$ cat config.mk
export PLATFORM = sky130hd
export DESIGN_NAME = dmem_responder
export DESIGN_NICKNAME = d
export VERILOG_FILES = /design/src/rtl/dmem_responder.sv
export SDC_FILE = /design/constraint.sdc
export NUM_CORES = 2
export LEC_CHECK = 0
export CELL_PAD_IN_SITES_DETAIL_PLACEMENT = 0
export CELL_PAD_IN_SITES_GLOBAL_PLACEMENT = 1
export CORE_ASPECT_RATIO = 1.5
export CORE_UTILIZATION = 48
export DETAILED_ROUTE_END_ITERATION = 7
export GPL_TIMING_DRIVEN = 0
export PLACE_DENSITY_LB_ADDON = 0.1
export SLEW_MARGIN = 5
export SYNTH_ARGS = -nofsm -noshare
export SYNTH_HDL_FRONTEND = slang
export SYNTH_SLANG_ARGS = --single-unit
$ cat constraint.sdc
create_clock -name clk -period 7.4 [get_ports clk]
set_input_delay 1.48 -clock clk [delete_from_list [all_inputs] [get_ports clk]]
set_output_delay 1.48 -clock clk [all_outputs]
set_load 0.02 [all_outputs]
$ cat src/rtl/dmem_responder.sv
// -----------------------------------------------------------------------------
// dmem_responder
//
// Data-memory responder at the far end of the pipeline's data-memory port.
// It owns a word-addressed array. Each accepted access completes after
// LATENCY wait states with a one-cycle ack. busy is high while an access is in
// flight, and the hazard unit uses it to stall F/D/E/M.
//
// Parameters:
//   DATA_WIDTH  - data word width in bits (default 32)
//   DEPTH_WORDS - number of words in the array; word index is addr[31:2]
//   LATENCY     - wait-state cycles between accept and ack, 0..15
//
// Ports:
//   clk       in   system clock, rising edge
//   reset     in   asynchronous, active-low reset
//   req       in   access request, sampled on the rising edge
//   we        in   1 = write, 0 = read (qualified by req)
//   addr      in   32-bit byte address
//   wdata     in   store data
//   rdata     out  read data, valid in the ack cycle, held until the next ack
//   ack       out  one-cycle completion pulse
//   busy      out  access in flight
//   fault     out  misaligned-access flag (only with DMEM_MISALIGN_FAULT_EN)
//   state_dbg out  current FSM state (IDLE=0, WAIT=1, RESP=2)
//
// Optional feature macro: DMEM_MISALIGN_FAULT_EN
//   When defined, the fault port exists. An access with addr[1:0] != 0 raises
//   fault together with its ack. A misaligned write is dropped and a
//   misaligned read returns 0. When undefined, addr[1:0] is ignored.
//
// Handshake (req/ack): req is sampled only in IDLE and in the ack (RESP)
// cycle. Every sampled req produces exactly one ack pulse LATENCY+1 cycles
// later. req is ignored while busy; the requester holds it stable under stall.
// -----------------------------------------------------------------------------
module dmem_responder #(
    parameter int DATA_WIDTH  = 32,
    parameter int DEPTH_WORDS = 64,
    parameter int LATENCY     = 2
) (
    input  logic                  clk,
    input  logic                  reset,
    input  logic                  req,
    input  logic                  we,
    input  logic [31:0]           addr,
    input  logic [DATA_WIDTH-1:0] wdata,
    output logic [DATA_WIDTH-1:0] rdata,
    output logic                  ack,
    output logic                  busy,
`ifdef DMEM_MISALIGN_FAULT_EN
    output logic                  fault,
`endif
    output logic [1:0]            state_dbg
);

    localparam int AW = (DEPTH_WORDS > 1) ? $clog2(DEPTH_WORDS) : 1;
    localparam logic [29:0] DEPTH_LIM = 30'(DEPTH_WORDS);

`ifdef DMEM_MISALIGN_FAULT_EN
    localparam logic MISALIGN_EN = 1'b1;
`else
    localparam logic MISALIGN_EN = 1'b0;
`endif

    // Parameter range checks, caught at elaboration.
    if (LATENCY < 0 || LATENCY > 15) begin : g_bad_latency
        $error("dmem_responder: LATENCY must be in 0..15");
    end
    if (DEPTH_WORDS < 1) begin : g_bad_depth
        $error("dmem_responder: DEPTH_WORDS must be at least 1");
    end

    typedef enum logic [1:0] {
        S_IDLE = 2'd0,
        S_WAIT = 2'd1,
        S_RESP = 2'd2
    } state_t;

    state_t                state;
    logic [3:0]            cnt;

    // Holding registers for the accepted access.
    logic [29:0]           hold_idx;
    logic                  hold_we;
    logic [DATA_WIDTH-1:0] hold_wdata;
    logic                  hold_mis;

    logic [DATA_WIDTH-1:0] mem [DEPTH_WORDS];

    logic [29:0]           acc_idx;
    logic                  acc_mis;
    logic                  accept;
    logic                  enter_resp;
    logic [29:0]           resp_idx;
    logic                  resp_we;
    logic                  resp_mis;
    logic                  resp_in_range;
    logic                  wr_commit;
    logic                  fwd;
    logic [DATA_WIDTH-1:0] resp_rdata;

    assign acc_idx = addr[31:2];
    assign acc_mis = MISALIGN_EN && (addr[1:0] != 2'b00);
    assign accept  = req && ((state == S_IDLE) || (state == S_RESP));

    // With zero wait states the access goes straight from accept to RESP, so
    // the response is formed from the incoming request rather than the
    // holding registers, which are only being loaded on that same edge.
    assign enter_resp = (LATENCY == 0) ? accept
                                       : ((state == S_WAIT) && (cnt == 4'd0));
    assign resp_idx   = (LATENCY == 0) ? acc_idx : hold_idx;
    assign resp_we    = (LATENCY == 0) ? we      : hold_we;
    assign resp_mis   = (LATENCY == 0) ? acc_mis : hold_mis;

    assign resp_in_range = (resp_idx < DEPTH_LIM);

    // A write commits at the end of its ack cycle. Out-of-range and
    // misaligned writes are dropped.
    assign wr_commit = (state == S_RESP) && hold_we && !hold_mis &&
                       (hold_idx < DEPTH_LIM);

    // A back-to-back read of the word being written on the same edge
    // (LATENCY = 0 only) must see the new data, so forward it.
    assign fwd = wr_commit && (hold_idx == resp_idx);

    always_comb begin
        resp_rdata = '0;
        if (resp_in_range && !resp_mis) begin
            if (fwd) begin
                resp_rdata = hold_wdata;
            end else begin
                resp_rdata = mem[resp_idx[AW-1:0]];
            end
        end
    end

    // Storage array, deliberately not reset.
    always_ff @(posedge clk) begin
        if (wr_commit) begin
            mem[hold_idx[AW-1:0]] <= hold_wdata;
        end
    end

    always_ff @(posedge clk or negedge reset) begin
        if (!reset) begin
            state      <= S_IDLE;
            cnt        <= 4'd0;
            ack        <= 1'b0;
            busy       <= 1'b0;
            rdata      <= '0;
            hold_idx   <= '0;
            hold_we    <= 1'b0;
            hold_wdata <= '0;
            hold_mis   <= 1'b0;
        end else begin
            ack <= enter_resp;
            if (enter_resp && !resp_we) begin
                rdata <= resp_rdata;
            end

            case (state)
                S_IDLE, S_RESP: begin
                    if (req) begin
                        hold_idx   <= acc_idx;
                        hold_we    <= we;
                        hold_wdata <= wdata;
                        hold_mis   <= acc_mis;
                        if (LATENCY == 0) begin
                            state <= S_RESP;
                            busy  <= 1'b0;
                        end else begin
                            state <= S_WAIT;
                            cnt   <= 4'(LATENCY - 1);
                            busy  <= 1'b1;
                        end
                    end else begin
                        state <= S_IDLE;
                        busy  <= 1'b0;
                    end
                end
                S_WAIT: begin
                    if (cnt == 4'd0) begin
                        state <= S_RESP;
                        busy  <= 1'b0;
                    end else begin
                        cnt  <= cnt - 4'd1;
                        busy <= 1'b1;
                    end
                end
                default: begin
                    state <= S_IDLE;
                    busy  <= 1'b0;
                end
            endcase
        end
    end

`ifdef DMEM_MISALIGN_FAULT_EN
    always_ff @(posedge clk or negedge reset) begin
        if (!reset) begin
            fault <= 1'b0;
        end else begin
            fault <= enter_resp && resp_mis;
        end
    end
`endif

    assign state_dbg = state;

endmodule

==> flow_metrics.tcl <==
set metrics [dict create \
    max_freq_mhz 181.5 \
    max_slew_margin_pct 11.04 \
    arrival_ns 6.04 \
    num_rows 185 \
    setup_viol 0 \
    critical_path.cell_chain "buf_4 -> nor2b_1 -> buf_2 -> buf_2 -> buf_1 -> nand3_1 -> nor2_4 -> buf_16" \
    synth_ff_type "edfxtp_1" \
    cts_tree "yes" \
    track_usage_pct 29.63 \
    stdcell_count 7138 \
    grt_max_degree 83 \
    fin_nets 4799 \
    cts_buffer_depth 3 \
    numCtsBuffers 193 \
    layout-drive-gt1-share_pct 17.82 \
    rr_endpoint "mem[61][13]" \
    power_density_nw_per_um2 407.7 \
    synthAdderAreaFrac_pct 0.01518 \
    place_congestion 0.9256 \
    syn_to_final_growth_pct 15.15 \
    h-tree-depth 4 \
    holdBufCountCts 0 \
    drt_iter0_markers 5282 \
    synthTopCellsByArea "edfxtp_1 75%, mux2i_1 6.7%, dfrtp_1 3.1%" \
    finalCritPeriodShare_pct 74.47 \
    route.detailed.drc 0 \
    path_common_cell "buf_2" \
    routed_wl_um 257200 \
    synth-compound-area-share_pct 7.889 \
    cts.sinks 2151 \
    status "finished clean" \
    hold_viol_final 0 \
    synth_simple_gate_area_share_pct 1.608 \
    antenna_left 0 \
    ys_seq_area_share_pct 77.75 \
    io_pins 104 \
    report.final.slew_viol_count 0 \
    dieArea_um2 173400 \
    syn_area_um2 82410 \
    grt_pass1_vias 44970 \
    rsz0062_at_grt "false" \
    die_width_um 340.3 \
    async_reset_ff_share_pct 4.788 \
    clk_latency_ns 0.85 \
    vias_per_cell 6.271 \
    crit_type "reg2reg" \
    synth_edf_count 2048 \
    worst_clock_skew_ns 0.02363 \
    r2r_slack_ns 1.89 \
    hp-class "in2async" \
    path_max_fanout 18 \
    clk_pin_slew_ns 0.06 \
    clock-root-buffer "clkbuf_16" \
    worstPathRequired_ns 7.93 \
    antenna_found_initial 10 \
    endpoint_kind "register" \
    syn_inst 4339 \
    avgRoutedWirePerCell_um 36.03 \
    critical_path.top_delay_family "simple AND/OR/NAND/NOR gates" \
    synth-xor-area-share_pct 0.02126 \
    crit_buf_inv 5 \
    post-synth-top-count-cell "edfxtp_1" \
    rr_startpoint "hold_idx[0]" \
    ir_drop_mv 0.5385 \
    portBuffers 101 \
    leakagePower_nw 30.63 \
    synth_mux_area_share_pct 10.77 \
    synth_seq_cells 2151 \
    synth_top_family_by_area "multiplexers" \
    grt-ovfl-total 0 \
    ys_types 56 \
    die_h_um 509.5 \
    synth_commonest_cells "2048 x edfxtp_1, 554 x mux2i_1, 182 x o221ai_1, 177 x a22oi_1, 158 x o22ai_1" \
    drv_cap 0 \
    hpwlAfterDp_um 175700 \
    cts_resized 0 \
    avgSynthCellArea_um2 18.99 \
    syn-num-nets 4408 \
    postCtsSetupBuffers 0 \
    core_um2 169900 \
    netlist.area_leader.share_pct 74.63 \
    fin_hold_ws_ns 0.4785 \
    grt_pass1_wl_um 352500 \
    ff2ff_path_depth 8 \
    finalCriticalPeriod_ns 5.511 \
    yosysTopAreaCell "edfxtp_1" \
    tightest_slew_ns 1.331 \
    cp-start-kind "register" \
    vias 44760 \
    setup_tns_ns 0 \
    first_pass_iters 6 \
    final_util_pct 55.85 \
    yosys_warnings 0 \
    dp.cells 6779 \
    start_util_pct 48.50 \
    critPathMaxStageDelay_ns 1.07 \
    slowest_stage "nor2_4" \
]
## through the flow
step                      setup slack (ns)  power (mW)  cell area [µm²]
after floorplan                      3.824       22.55            82410
after global placement             0.09320       28.80            86230
after detailed placement             2.070       29.26            88960
after CTS                            2.049       38.77            94890
after global routing                 1.962       39.57            94900
final                                1.889       38.69            94900
## how the worst max path moves through the flow
| stage | from | end | slack, ns | cells after the start |
|---|---|---|---|---|
| detailed placement | hold_idx[2] | mem[57][16] | 2.07 | 8 |
| global route | hold_idx[0] | mem[61][13] | 1.96 | 8 |
| global placement | hold_idx[0] | mem[20][25] | 0.09 | 5 |
| finish | hold_idx[0] | mem[61][13] | 1.89 | 8 |
| CTS | hold_idx[2] | mem[57][18] | 2.05 | 8 |
| floorplan | hold_idx[1] | mem[13][0] | 3.82 | 8 |
## kinds of logic (layout without fill, tap and decap cells)
group / Yosys count / in the layout
AND/OR/NAND/NOR: 268 / 268
buffers and inverters: 297 / 851
adder cells (fa/ha/maj): 1 / 1
AO/OA/AOI/OAI: 859 / 859
multiplexers: 761 / 761
other: 0 / 1
flip-flops: 2151 / 2151
XOR/XNOR: 2 / 2
## area by class of cell
class | instances | area (µm²)
Multi-Input combinational cell | 1891 | 17220
Fill cell | 13200 | 75000
Antenna cell | 1 | 2.502
Clock inverter | 97 | 728.2
Clock buffer | 261 | 5207
Tap cell | 2244 | 2808
Inverter | 4 | 15.01
Timing Repair Buffer | 196 | 3159
Buffer | 293 | 1583
Sequential cell | 2151 | 64170
## placed cells by master (no fill, tap or decap), types with 55 or more instances in the layout
cell / Yosys / layout
clkdlybuf4s50_1: 0 / 100
edfxtp_1: 2048 / 2048
buf_2: 98 / 98
mux4_2: 89 / 89
mux2_2: 118 / 118
a22oi_1: 177 / 177
buf_4: 54 / 55
a21oi_1: 110 / 110
o221ai_1: 182 / 182
a222oi_1: 57 / 57
mux2i_1: 554 / 554
nor2_4: 0 / 64
o21ai_0: 67 / 67
buf_12: 0 / 58
o22ai_1: 158 / 158
clkbuf_16: 0 / 195
clkbuf_1: 98 / 156
dfrtp_1: 103 / 71
## per-layer routing
metal / up-vias / global-route usage (%) / share of wire, %
met3: 521 / 4.401 / 6.0
li1: 18820 / - / -
met4: 2 / 18.72 / 7.2
met2: 1874 / 51.80 / 51
met5: - / 0 / 0.0070
met1: 23550 / 34.16 / 35
## report_power, final
group / switching [mW] / internal, mW
Sequential: 1.11 / 15.3
Combinational: 8.80 / 3.84
Clock: 4.43 / 5.21
Total: 14.3 / 24.3
## sequential cells by signal, indices dropped and copies added, names as in the netlist, 2 cells and up
name / flops
cnt: 4
hold_idx: 30
hold_wdata: 32
mem: 2048
rdata: 32
state_dbg: 2
Note: power is estimated with default switching activity, not from simulation.
